===== config.mk =====
export PLATFORM = sky130hd
export DESIGN_NAME = lcd_fifo_writer
export DESIGN_NICKNAME = d
export VERILOG_FILES = /design/src/rtl/lcd_fifo_writer.sv
export SDC_FILE = /design/constraint.sdc
export NUM_CORES = 1
export LEC_CHECK = 0
export ABC_CLOCK_PERIOD_IN_PS = 7000
export BUFFER_PORTS_ARGS = -buffer_cell sky130_fd_sc_hd__buf_2
export CORE_AREA = 2 2 96 75
export CTS_CLUSTER_SIZE = 12
export DETAILED_ROUTE_END_ITERATION = 10
export DIE_AREA = 0 0 98 77
export HOLD_SLACK_MARGIN = 0.15
export SLEW_MARGIN = 40
export SYNTH_ARGS = -nofsm -noshare
export SYNTH_HDL_FRONTEND = slang
export SYNTH_SLANG_ARGS = --single-unit

===== constraint.sdc =====
create_clock -name clk -period 7 [get_ports clk]
set_input_delay 0.7 -clock clk [delete_from_list [all_inputs] [get_ports clk]]
set_output_delay 0.7 -clock clk [all_outputs]
set_load 0.05 [all_outputs]

===== src/rtl/lcd_fifo_writer.sv =====
// lcd_fifo_writer
//
// Consumer stage behind the LCD initialization FIFO. Pops one byte at a time and writes it
// to an HD44780-compatible character LCD in 8-bit mode. The first NUM_CMD bytes after reset
// are sent as commands (RS=0); every later byte is display data (RS=1). Each byte goes
// through a setup / enable-pulse / hold / execution-wait sequence with parameterised lengths.
//
// Optional feature macro: LCD_LONG_WAIT_EN
//   Defined:   Clear (8'h01) and Home (8'h02/8'h03) sent as commands wait T_LONG cycles.
//   Undefined: every byte waits T_WAIT cycles.
//
// Ports:
//   clk        in   system clock, rising edge
//   rst        in   synchronous active-low reset
//   fifo_empty in   FIFO empty flag, sampled only while idle
//   fifo_dout  in   FIFO read data, valid the cycle after rd_en1
//   rd_en1     out  FIFO pop strobe, one cycle per byte
//   LCD_RS     out  register select (0 = command, 1 = data)
//   LCD_RW     out  tied low, write only
//   LCD_E      out  enable strobe
//   LCD_DB     out  8-bit LCD data bus
//   Busy       out  high whenever a byte is in flight
//   byte_cnt   out  bytes written since reset, saturates at 255
//
// All outputs are registered so E and the bus never glitch on state decode.

module lcd_fifo_writer #(
  parameter int unsigned NUM_CMD = 4,
  parameter int unsigned T_SETUP = 2,
  parameter int unsigned T_PULSE = 12,
  parameter int unsigned T_HOLD  = 2,
  parameter int unsigned T_WAIT  = 2000,
  parameter int unsigned T_LONG  = 82000,
  parameter int unsigned CW      = 20
) (
  input  logic       clk,
  input  logic       rst,
  input  logic       fifo_empty,
  input  logic [7:0] fifo_dout,
  output logic       rd_en1,
  output logic       LCD_RS,
  output logic       LCD_RW,
  output logic       LCD_E,
  output logic [7:0] LCD_DB,
  output logic       Busy,
  output logic [7:0] byte_cnt
);

  // A zero-length interval would underflow the load value, so it is stretched to one cycle.
  localparam int unsigned SetupEff = (T_SETUP == 0) ? 1 : T_SETUP;
  localparam int unsigned PulseEff = (T_PULSE == 0) ? 1 : T_PULSE;
  localparam int unsigned HoldEff  = (T_HOLD  == 0) ? 1 : T_HOLD;
  localparam int unsigned WaitEff  = (T_WAIT  == 0) ? 1 : T_WAIT;
  localparam int unsigned LongEff  = (T_LONG  == 0) ? 1 : T_LONG;

  // Counter load values: a timed state lasts (load + 1) cycles.
  localparam logic [CW-1:0] SetupLd = CW'(SetupEff - 1);
  localparam logic [CW-1:0] PulseLd = CW'(PulseEff - 1);
  localparam logic [CW-1:0] HoldLd  = CW'(HoldEff - 1);
  localparam logic [CW-1:0] WaitLd  = CW'(WaitEff - 1);
  localparam logic [CW-1:0] LongLd  = CW'(LongEff - 1);

  typedef enum logic [2:0] {
    StIdle,
    StRead,
    StLatch,
    StSetup,
    StPulse,
    StHold,
    StWait
  } state_e;

  state_e        state_q, state_d;
  logic [CW-1:0] cnt_q, cnt_d;
  logic [CW-1:0] wait_ld_q, wait_ld_d;
  logic          rs_q, rs_d;
  logic [7:0]    db_q, db_d;
  logic [7:0]    byte_cnt_q, byte_cnt_d;
  logic          e_q, e_d;
  logic          rd_q, rd_d;
  logic          busy_q, busy_d;

  // Pre-increment count decides command vs data, so byte index NUM_CMD is the first data byte.
  logic cmd_byte;
  assign cmd_byte = ({24'd0, byte_cnt_q} < NUM_CMD);

  // Selects the long execution wait for the byte currently on fifo_dout.
  logic long_sel;
`ifdef LCD_LONG_WAIT_EN
  assign long_sel = cmd_byte &&
                    ((fifo_dout == 8'h01) || (fifo_dout == 8'h02) || (fifo_dout == 8'h03));
`else
  assign long_sel = 1'b0;
`endif

  logic cnt_done;
  assign cnt_done = (cnt_q == '0);

  always_comb begin
    state_d    = state_q;
    cnt_d      = cnt_q;
    wait_ld_d  = wait_ld_q;
    rs_d       = rs_q;
    db_d       = db_q;
    byte_cnt_d = byte_cnt_q;

    unique case (state_q)
      StIdle: begin
        if (!fifo_empty) begin
          state_d = StRead;
        end
      end

      // rd_en1 is high for this single cycle; data arrives during StLatch.
      StRead: begin
        state_d = StLatch;
      end

      StLatch: begin
        db_d      = fifo_dout;
        rs_d      = ~cmd_byte;
        wait_ld_d = long_sel ? LongLd : WaitLd;
        if (byte_cnt_q != 8'hFF) begin
          byte_cnt_d = byte_cnt_q + 8'd1;
        end
        cnt_d   = SetupLd;
        state_d = StSetup;
      end

      StSetup: begin
        if (cnt_done) begin
          cnt_d   = PulseLd;
          state_d = StPulse;
        end else begin
          cnt_d = cnt_q - 1'b1;
        end
      end

      StPulse: begin
        if (cnt_done) begin
          cnt_d   = HoldLd;
          state_d = StHold;
        end else begin
          cnt_d = cnt_q - 1'b1;
        end
      end

      StHold: begin
        if (cnt_done) begin
          cnt_d   = wait_ld_q;
          state_d = StWait;
        end else begin
          cnt_d = cnt_q - 1'b1;
        end
      end

      StWait: begin
        if (cnt_done) begin
          state_d = StIdle;
        end else begin
          cnt_d = cnt_q - 1'b1;
        end
      end

      default: begin
        cnt_d   = '0;
        state_d = StIdle;
      end
    endcase
  end

  // Outputs follow the next state so they line up with the state register without decode glitches.
  always_comb begin
    e_d    = (state_d == StPulse);
    rd_d   = (state_d == StRead);
    busy_d = (state_d != StIdle);
  end

  always_ff @(posedge clk) begin
    if (!rst) begin
      state_q    <= StIdle;
      cnt_q      <= '0;
      wait_ld_q  <= '0;
      rs_q       <= 1'b0;
      db_q       <= 8'h00;
      byte_cnt_q <= 8'h00;
      e_q        <= 1'b0;
      rd_q       <= 1'b0;
      busy_q     <= 1'b0;
    end else begin
      state_q    <= state_d;
      cnt_q      <= cnt_d;
      wait_ld_q  <= wait_ld_d;
      rs_q       <= rs_d;
      db_q       <= db_d;
      byte_cnt_q <= byte_cnt_d;
      e_q        <= e_d;
      rd_q       <= rd_d;
      busy_q     <= busy_d;
    end
  end

  assign rd_en1   = rd_q;
  assign LCD_RS   = rs_q;
  assign LCD_RW   = 1'b0;
  assign LCD_E    = e_q;
  assign LCD_DB   = db_q;
  assign Busy     = busy_q;
  assign byte_cnt = byte_cnt_q;

endmodule


---- Word level (Yosys, flattened, before mapping) ----
Index checks and enable logic that the tools add are counted.
cells by class
  order comparisons ....................... 1
  add/subtract/negate cells ............... 2
  bitwise logic cells ..................... 2
  reductions and logical operators ........ 6
  div/mod/pow operators ................... 0
  shift-type cells ........................ 0
  equality and inequality tests ........... 10
  mux-type cells .......................... 11
  multiply operators ...................... 0
operators with widths
  operator                 count
  $pmux W20 S6             1
  $mux W20                 4
  $pmux W3 S7              1
  $logic_not A20 Y1        1
  $sub A20 B1 Y20 const B  1
  $mux W3                  5
  $eq A3 B3 Y1 const B     4
  $add A8 B1 Y8 const B    1
  $lt A8 B3 Y1 const B     1
  $ne A8 B8 Y1 const B     1
  $eq A3 B1 Y1 const B     2
  $eq A3 B2 Y1 const B     2
  $reduce_and A2 Y1        2
  $logic_not A3 Y1         1
  $reduce_bool A3 Y1       1
  $ne A2 B2 Y1 const B     1
  $not A1 Y1               2
  $reduce_or A2 Y1         1
word-level totals
  memories ................................ 0
  bits in latches ......................... 0
  word-level logic and storage cells ...... 41
  bits in read-only memories .............. 0
  flip-flop bits (word level) ............. 44
  RAM bits ................................ 0
  output and inout bits ................... 21
  input port bits ......................... 11

---- Depth between registers and ports, before layout ----
Gate-level depths: netlist of the first run.
  word-level depth ........................ 4
  depth in mapped cells ................... 9

---- Worst setup path before layout of the first run ----
Ideal clock, no wire load.
  kind .................................... register to register
  start ................................... register cnt_q[0]
  end ..................................... register cnt_q[15]
  cell stages (with the launch flop) ...... 10
  data required time ...................... 6.930 ns
  setup slack ............................. 4.507 ns
  buffers on the path ..................... 1
  setup time .............................. 0.070 ns
  arrival ................................. 2.423 ns
  cell sequence ........................... dfxtp_1 > inv_1 > ha_1 > nor3b_1 > nand4_1 > nor3_4 > or4b_1 > buf_4 > or4b_1 > a21oi_1
on the way
  word-level cells in the longest chain between the ends .. 3
  elaborated cells on any way between the ends .. 9
  classes of those cells .................. 1 x add/sub; 1 x eq/ne; 5 x mux; 2 x reduce/logical
RTL lines
  item                                                         line  source
  start: declaration                                           74    logic [CW-1:0] cnt_q, cnt_d;
  start signal: assignment                                     192   cnt_q <= cnt_d;
  $sub A20 B1 Y20 / $logic_not A20 Y1 (equally long branches)  --
  $mux W20 (tied with other cells)                             158   if (cnt_done) begin
  $pmux W20 S6 / $reduce_and A2 Y1 (equally long branches)     --
Parallel ways exist; a longest one is shown, timed or not. The select of a mux whose other input is x is not followed.
A chain may end at the register's enable or synchronous reset.

---- Final worst setup path of the first run ----
Same ends and word-level chain as after synthesis.

==> results of run 1 <==
[cells in the final DEF (no fill, tap or decap), types with 3 or more instances in the layout]
cell        n
dfxtp_1    44
nand2_1    33
nor2_1     31
buf_2      30
a21oi_1    21
o21ai_0    12
xnor2_1     9
nor3_1      8
nand4_1     6
or3_1       6
nand3_1     6
inv_1       5
nor3b_1     5
xor2_1      5
clkbuf_8    5
nand2b_1    3
nor4_1      3
nor4b_1     3
or2_2       3
o2bb2ai_1   3
[flip-flops by register name, summed over array words and instances, names as in the netlist]
register and count:
byte_cnt 8, rd_en1 1, LCD_E 1, state_q 3, cnt_q 20, wait_ld_q 1
LCD_RS 1, Busy 1, LCD_DB 8
[synthesized netlist by cell type (2+ instances only)]
library cell  number  area [um2]
a31o_1             2        17.5
clkbuf_1          11        41.3
nor4b_1            3        26.3
and3b_1            2        17.5
ha_1               2        25.0
and3_1             2        12.5
buf_6              2        22.5
nor3b_1            5        37.5
nand2_1           33         124
nor4_1             3        18.8
or3_1              6        37.5
xnor2_1            9        78.8
nand4_1            6        37.5
nand3_1            6        30.0
dfxtp_1           44         881
xor2_1             5        43.8
or4b_1             2        20.0
a221oi_1           2        17.5
nand2b_1           3        18.8
nand3b_1           2        15.0
buf_2              2        10.0
nor2_1            31         116
buf_4              2        15.0
or2_2              3        18.8
o21ai_0           12        60.1
o21ai_1            2        10.0
a31oi_1            2        12.5
or4_4              2        22.5
inv_1              5        18.8
o2bb2ai_1          3        26.3
nor3_1             9        45.0
a21oi_1           21         105
a311oi_1           2        17.5
[stage by stage]
stage | area (um2) | power, mW | util, % | hold WS (ns)
final | 2520 | 1.41 | 38.2 | 0.459
after global routing | 2520 | 1.53 | 38.2 | 0.480
after CTS | 2520 | 1.41 | 38.2 | 0.463
after detailed placement | 2410 | 1.21 | 36.5 | 0.448
after global placement | 2400 | 1.21 | 36.4 | 0.440
after floorplan | 2240 | 1.11 | - | 0.446
[layout make-up]
cell class / instances / area share, %
Sequential cell: 44 / 34.9
Inverter: 6 / 0.893
Clock buffer: 5 / 2.73
Timing Repair Buffer: 30 / 5.96
Tap cell: 84 / 4.17
Clock inverter: 3 / 1.69
Multi-Input combinational cell: 205 / 49.6
[power breakdown]
| part | switching, mW | internal [mW] |
|---|---|---|
| sequential | 0.0841 | 0.318 |
| combinational | 0.529 | 0.288 |
| clock | 0.0869 | 0.106 |
| total | 0.700 | 0.712 |
[worst max-delay path: stages (launching register included)]
cell and delay [ns]:
dfxtp_1 0.40, inv_1 0.06, ha_1 0.22, nor3b_1 0.20, nand4_1 0.31, nor3_4 0.11, or4b_1 0.68, or4b_1 0.55
a21oi_1 0.14
[worst paths after layout]
path                            startpoint        end  slack, ns
worst min register to register   LCD_DB[3]  LCD_DB[3]       0.46
worst min-delay path             LCD_DB[3]  LCD_DB[3]       0.46
worst max-delay path              cnt_q[0]  cnt_q[15]       4.25
worst max register to register    cnt_q[0]  cnt_q[15]       4.25
[per-layer routing]
layer	vias to the layer above	GRT usage [%]	part of all wire [%]
li1	1013	-	-
met1	910	20.7	52
met2	47	18.4	41
met3	5	3.65	5.7
met4	0	4.58	1.1
met5	-	0	0
[kinds of logic after synthesis]
family                     synth area share (%)
buffers and inverters                      4.97
other                                     0.168
DFF                                        39.4
adders and majority gates                  1.12
muxes                                     0.447
AOI/OAI and AO/OA                          18.1
and+or+nand+nor                            30.4
xor gates and xnor gates                   5.48
==> results.toml, run 1 <==
[status]
status = "finished clean"

[cells_and_area]
synthToLayoutAreaGrowth_pct = 12.6
multi_input_area_um2 = 1250
fill_cells = 675
layout.cells.non_filler = 377
final_layout_size_suffix_gt1_share_pct = 18.1
antennaDiodeCount = 0
final_nets = 305
final-seq-area_um2 = 881

[place]
gp_congestion = 0.829
place_inst = 369
dpl.hpwl_um = 3470
preCtsSetupSlack_ns = 4.28
io_buffers = 30

[grt]
grt_remaining_overflow = 0
grt_pass1_wl_um = 8560
grt_use_total_pct = 13.7
grt_start_max_net_pins = 28
grt_pass1_vias = 1741
antenna_found_initial = 0

[synth]
synth-async-reset-ratio_pct = 0
synth_warnings = 0
synth_edf_count = 0
synth_nets = 285
mappedNetlistArea_um2 = 2240
yosysSeqAreaShare_pct = 39.4
synth_seq_cells = 44
yosys_most_used_dff = "dfxtp_1"
post_synth.cell_area_avg_um2 = 8.23
syn-instance-count = 272
synth.distinct_cells = 59

[clock_tree]
cts-htree-levels = 2
cts_tree = "done"
clk_latency_ns = 0.29
root_buffer = "clkbuf_8"
post_cts_buffers = 0
clk_pin_slew_ns = 0.09
cts_resized = 0
cts_hold_buf = 0
cts_buffers = 5
clock-sinks = 44
clockBufferDepth = 2

[sta]
fin_skew_ns = 0.00884
finalMaxSlewViolations = 0
final.setup.tns_ns = 0
rsz0062_at_grt = "false"
finalCriticalPeriod_ns = 2.75
hold_viol_final = 0
finalSetupViolCount = 0
fmax_ghz = 0.364
period_share_pct = 39.2
tightest_slew_ns = 0.770
fin_ws_ns = 4.25
max_slew_margin_pct = 48.6

[floorplan]
die_w_um = 98
die_h_um = 77
start_util_pct = 33.9
pin_count = 32
die-area_um2 = 7550
core_area_um2 = 6600
rows = 26

[pwr]
power.density_nw_per_um2 = 560
vdd_drop_max_mv = 0.166
p_leak_nw = 0.963

[route]
detail_route.wl_per_cell_um = 13.2
drtPass1Iterations = 4
drt-total-wl_um = 4980
routed_via_density = 5.24
drt_iter0_drc = 149
postRouteAntennaNets = 0
route.detailed.drc = 0
routed-via-count = 1975

[critical_path]
path_class = "flip-flop to flip-flop"
endpoint_kind = "flip-flop"
reg2regPathDepth = 8
required_ns = 7.22
path_max_fanout = 9
crit_arrival_ns = 2.96
setup.worst_path.start_class = "flip-flop"

[job]
cap_violations = 0

[hold_path]
hold_path.class = "flip-flop to flip-flop"
whs_path_depth = 2
(Power assumes the default switching activity.)
==> run 2, diff against run 1 <==
--- a/config.mk
+++ b/config.mk
@@ -5,7 +5,7 @@
 export SDC_FILE = /design/constraint.sdc
 export NUM_CORES = 1
 export LEC_CHECK = 0
-export ABC_CLOCK_PERIOD_IN_PS = 7000
+export ABC_CLOCK_PERIOD_IN_PS = 2600
 export BUFFER_PORTS_ARGS = -buffer_cell sky130_fd_sc_hd__buf_2
 export CORE_AREA = 2 2 96 75
 export CTS_CLUSTER_SIZE = 12
==> constraint.sdc (replaced) <==
create_clock -name clk -period 2.6 [get_ports clk]
set_input_delay 0.26 -clock clk [delete_from_list [all_inputs] [get_ports clk]]
set_output_delay 0.26 -clock clk [all_outputs]
set_load 0.05 [all_outputs]
==> run 2 against run 1 <==
Final cell count is 2.9% higher; clock-buffer cell count stayed put; sequential share of layout area is 1.1 points lower; clock skew is 0.0054 ns lower; critical path depth is 2 lower; via count is 1.4% higher; critical endpoint is now cnt_q[8].
==> results.toml, run 2 (synthesized netlist as in run 1, its figures left out) <==
[status]
status = "finished clean"

[job]
cap_violations = 0

[clock_tree]
cts_hold_buf = 0
cts-htree-levels = 2
cts_tree = "done"
clock-sinks = 44
root_buffer = "clkbuf_8"
clk_pin_slew_ns = 0.08
clockBufferDepth = 2
post_cts_buffers = 0
cts_buffers = 5
cts_resized = 0
clk_latency_ns = 0.29

[place]
dpl.hpwl_um = 3690
gp_congestion = 0.816
place_inst = 382
io_buffers = 30
dpl_cell_area_um2 = 2500
preCtsSetupSlack_ns = 0.175

[grt]
grt_remaining_overflow = 0
grt_use_total_pct = 14.4
grt_start_max_net_pins = 25
antenna_found_initial = 0
grt_pass1_vias = 1803
grt_pass1_wl_um = 8960

[critical_path]
reg2reg_to = "cnt_q[8]"
crit_path_start = "cnt_q[12]"
r2r-start = "cnt_q[12]"
reg2regPathDepth = 6
required_ns = 2.78
endpoint_kind = "flip-flop"
path_class = "flip-flop to flip-flop"
path_max_fanout = 9
r2r_slack_ns = 0.14
crit_arrival_ns = 2.64
setup.worst_path.start_class = "flip-flop"

[route]
routed-via-count = 2002
postRouteAntennaNets = 0
routed_via_density = 5.16
route.detailed.drc = 0
drt-total-wl_um = 5230
drt_iter0_drc = 197
drtPass1Iterations = 4
detail_route.wl_per_cell_um = 13.5

[floorplan]
pin_count = 32
core_area_um2 = 6600
start_util_pct = 33.9
die_h_um = 77
die-area_um2 = 7550
die_w_um = 98
rows = 26

[sta]
finalMaxSlewViolations = 0
finalSetupViolCount = 0
rsz0062_at_grt = "false"
fin_skew_ns = 0.00345
max_slew_margin_pct = 47.2
fin_ws_ns = 0.139
finalCriticalPeriod_ns = 2.46
tightest_slew_ns = 0.792
fmax_ghz = 0.406
final.setup.tns_ns = 0
period_share_pct = 94.6
hold_viol_final = 0

[cells_and_area]
largest_reg_flops = 20
layout_common_cells = "44 x dfxtp_1, 33 x nand2_1, 31 x nor2_1"
multi_input_area_um2 = 1250
fin_area_um2 = 2600
synthToLayoutAreaGrowth_pct = 16.2
layout.cells.non_filler = 388
final-seq-area_um2 = 881
antennaDiodeCount = 0
top_register = "cnt_q"
fill_cells = 683
final_nets = 318
layout_commonest_cell = "dfxtp_1"
final_layout_size_suffix_gt1_share_pct = 20.7

[pwr]
power.density_nw_per_um2 = 1530
total_power_mw = 3.97
vdd_drop_max_mv = 0.526
p_leak_nw = 1.02

[hold_path]
min_from = "fifo_empty"
hold_path.class = "primary input to flip-flop"
whs_path_depth = 2
hold_end = "rd_en1"
==> run 2: cell types whose count changed in the layout (fill, tap and decap cells not counted), sizes merged <==
cell,before,now
buf,30,43
clkinvlp,1,0
clkinv,1,0
==> run 2: how the worst max path moves through the flow <==
| stage | end | slack (ns) | depth (start not counted) |
|---|---|---|---|
| after floorplan | cnt_q[15] | 0.11 | 9 |
| after global placement | cnt_q[15] | 0.24 | 8 |
| after detailed placement | cnt_q[8] | 0.18 | 6 |
| after CTS | cnt_q[8] | 0.14 | 6 |
| after global routing | cnt_q[7] | 0.01 | 6 |
| final | cnt_q[8] | 0.14 | 6 |
==> run 2: power breakdown <==
group,internal (mW),switching (mW)
Combinational,0.941,1.49
Sequential,0.857,0.187
Clock,0.276,0.222
Total,2.07,1.90
==> run 2: area by class of cell <==
cell class	count	share of cell area (%)
clock buffers	5	2.65
clock inverters	1	1.15
inverters	6	0.866
multi-input cells	205	47.9
flip-flops and latches	44	33.9
well taps	84	4.04
repair buffers	43	9.52
==> run 2: critical path: stages (launching register included) <==
cell       delay [ns]
dfxtp_1          0.36
or4_4            0.56
or4_4            0.50
o311a_1          0.39
o21ai_2          0.24
a2bb2oi_1        0.22
o21ai_1          0.08
==> run 2: stage by stage <==
step / hold slack, ns / utilization [%]
global placement: 0.440 / 37.9
CTS: 0.164 / 39.4
floorplan: 0.336 / -
global route: 0.156 / 39.4
detailed placement: 0.448 / 37.9
finish: 0.173 / 39.4
==> run 2: per-layer routing <==
| layer | GRT usage, % | wire, um | part of all wire [%] |
|---|---|---|---|
| met4 | 4.17 | 80 | 1.5 |
| met1 | 22.1 | 2710 | 52 |
| met5 | 0 | 0 | 0 |
| met3 | 3.37 | 325 | 6.2 |
| met2 | 19.7 | 2120 | 40 |
==> run 3, diff against run 2 <==
--- a/config.mk
+++ b/config.mk
@@ -7,11 +7,12 @@
 export LEC_CHECK = 0
 export ABC_CLOCK_PERIOD_IN_PS = 2600
 export BUFFER_PORTS_ARGS = -buffer_cell sky130_fd_sc_hd__buf_2
-export CORE_AREA = 2 2 96 75
+export CORE_AREA = 2 2 85 67
 export CTS_CLUSTER_SIZE = 12
 export DETAILED_ROUTE_END_ITERATION = 10
-export DIE_AREA = 0 0 98 77
+export DIE_AREA = 0 0 87 69
 export HOLD_SLACK_MARGIN = 0.15
+export PLACE_DENSITY_LB_ADDON = 0.15
 export SLEW_MARGIN = 40
 export SYNTH_ARGS = -nofsm -noshare
 export SYNTH_HDL_FRONTEND = slang
==> run 3 against run 2 <==
Sequential power barely moved; power barely moved; clock-buffer cell count rose by 3; critical path depth did not move; largest cell class unchanged; register-to-register slack improved by 0.06 ns; via count rose by 1.4%; worst setup slack improved by 0.056 ns; clock skew rose by 0.0037 ns; critical endpoint is now cnt_q[6]; die area fell by 20%; final area fell by 1.0%; global-route usage rose by 3.7 points; largest power group unchanged; final cell count fell by 4.9%.
==> results.toml, run 3 (synthesized netlist as in run 1, its figures left out) <==
[status]
status = "finished clean"

[sta]
period_share_pct = 92.5
rsz0062_at_grt = "false"
tightest_slew_ns = 0.766
fmax_ghz = 0.416
max_slew_margin_pct = 48.9
hold_viol_final = 0
finalSetupViolCount = 0
final.setup.tns_ns = 0
finalCriticalPeriod_ns = 2.40
finalMaxSlewViolations = 0
fin_skew_ns = 0.00713

[floorplan]
die_h_um = 69
start_util_pct = 43.5
die-area_um2 = 6000
pin_count = 32
core_area_um2 = 5150
rows = 23
die_w_um = 87

[cells_and_area]
fill_cells = 504
multi_input_area_um2 = 1250
antennaDiodeCount = 0
final-seq-area_um2 = 881
final_layout_size_suffix_gt1_share_pct = 20.5
largest_reg_flops = 20
layout_common_cells = "44 x dfxtp_1, 33 x nand2_1, 31 x nor2_1"
synthToLayoutAreaGrowth_pct = 15.0
layout_commonest_cell = "dfxtp_1"
top_register = "cnt_q"
final_nets = 319
layout.cells.non_filler = 369

[route]
postRouteAntennaNets = 0
route.detailed.drc = 0
routed-via-count = 2031
routed_via_density = 5.50
drt-total-wl_um = 5030
drt_iter0_drc = 124
drtPass1Iterations = 5
detail_route.wl_per_cell_um = 13.6

[pwr]
total_power_mw = 3.97
p_leak_nw = 1.02
vdd_drop_max_mv = 0.555
power.density_nw_per_um2 = 1540

[place]
io_buffers = 30
place_inst = 360
gp_congestion = 0.807
dpl.hpwl_um = 3600

[hold_path]
hold_path.class = "primary input to flip-flop"
min_from = "fifo_dout[3]"

[clock_tree]
clock-sinks = 44
cts_buffers = 5
root_buffer = "clkbuf_8"
cts_tree = "done"
clockBufferDepth = 2
post_cts_buffers = 0
cts-htree-levels = 2
clk_latency_ns = 0.30
clk_pin_slew_ns = 0.08

[critical_path]
required_ns = 2.79
path_class = "flip-flop to flip-flop"
path_max_fanout = 9
crit_path_start = "cnt_q[12]"
endpoint_kind = "flip-flop"
setup.worst_path.start_class = "flip-flop"
r2r-start = "cnt_q[12]"
crit_arrival_ns = 2.60

[grt]
antenna_found_initial = 0
grt_pass1_wl_um = 8750
grt_use_total_pct = 18.0
grt_remaining_overflow = 0
grt_pass1_vias = 1806
grt_start_max_net_pins = 25

[job]
cap_violations = 0
[run 3: layout make-up]
| type | instances | area share [%] |
|---|---|---|
| flip-flops and latches | 44 | 34.2 |
| clock buffers | 8 | 3.50 |
| well taps | 62 | 3.01 |
| inverters | 6 | 0.875 |
| repair buffers | 44 | 10.0 |
| multi-input cells | 205 | 48.4 |
[run 3: routing by layer]
layer / track usage [%] / routed length (um)
met1: 28.6 / 2650
met2: 23.6 / 2020
met3: 4.55 / 300
met4: 5.21 / 54
met5: 0 / 0
[run 3: critical path, cell delays in order (launching register included)]
cell and delay, ns:
dfxtp_1 0.36, or4_4 0.55, or4_4 0.50, o311a_1 0.39, o21ai_2 0.25, a21oi_1 0.07, a31o_1 0.19
[run 3: worst paths after layout]
kind / endpoint / slack [ns] / depth (start not counted)
worst max-delay path: cnt_q[6] / 0.20 / 6
worst min-delay path: LCD_DB[3] / 0.20 / 3
worst max register to register: cnt_q[6] / 0.20 / 6
worst min register to register: LCD_DB[0] / 0.46 / 2
[run 3: through the flow]
step           utilization, %  hold WS (ns)  setup WS (ns)  area, um2
2_1_floorplan               -         0.336          0.107       2240
3_3_place_gp             48.0         0.439          0.239       2470
3_5_place_dp             48.0         0.448          0.217       2470
4_1_cts                  50.0         0.189          0.200       2570
5_1_grt                  50.0         0.190         0.0721       2570
6_report                 50.0         0.200          0.195       2570
[run 3: timing repair]
action                                  CTS  global route
endpoints found under the setup margin    0             0
hold endpoints to repair                  1             0
resized for setup                         0             0
hold buffers                              1             0
[run 3: report_power, final]
part	switching, mW	total (mW)	internal, mW
registers	0.176	1.04	0.862
logic	1.55	2.50	0.951
clock network	0.220	0.436	0.217
total	1.94	3.97	2.03
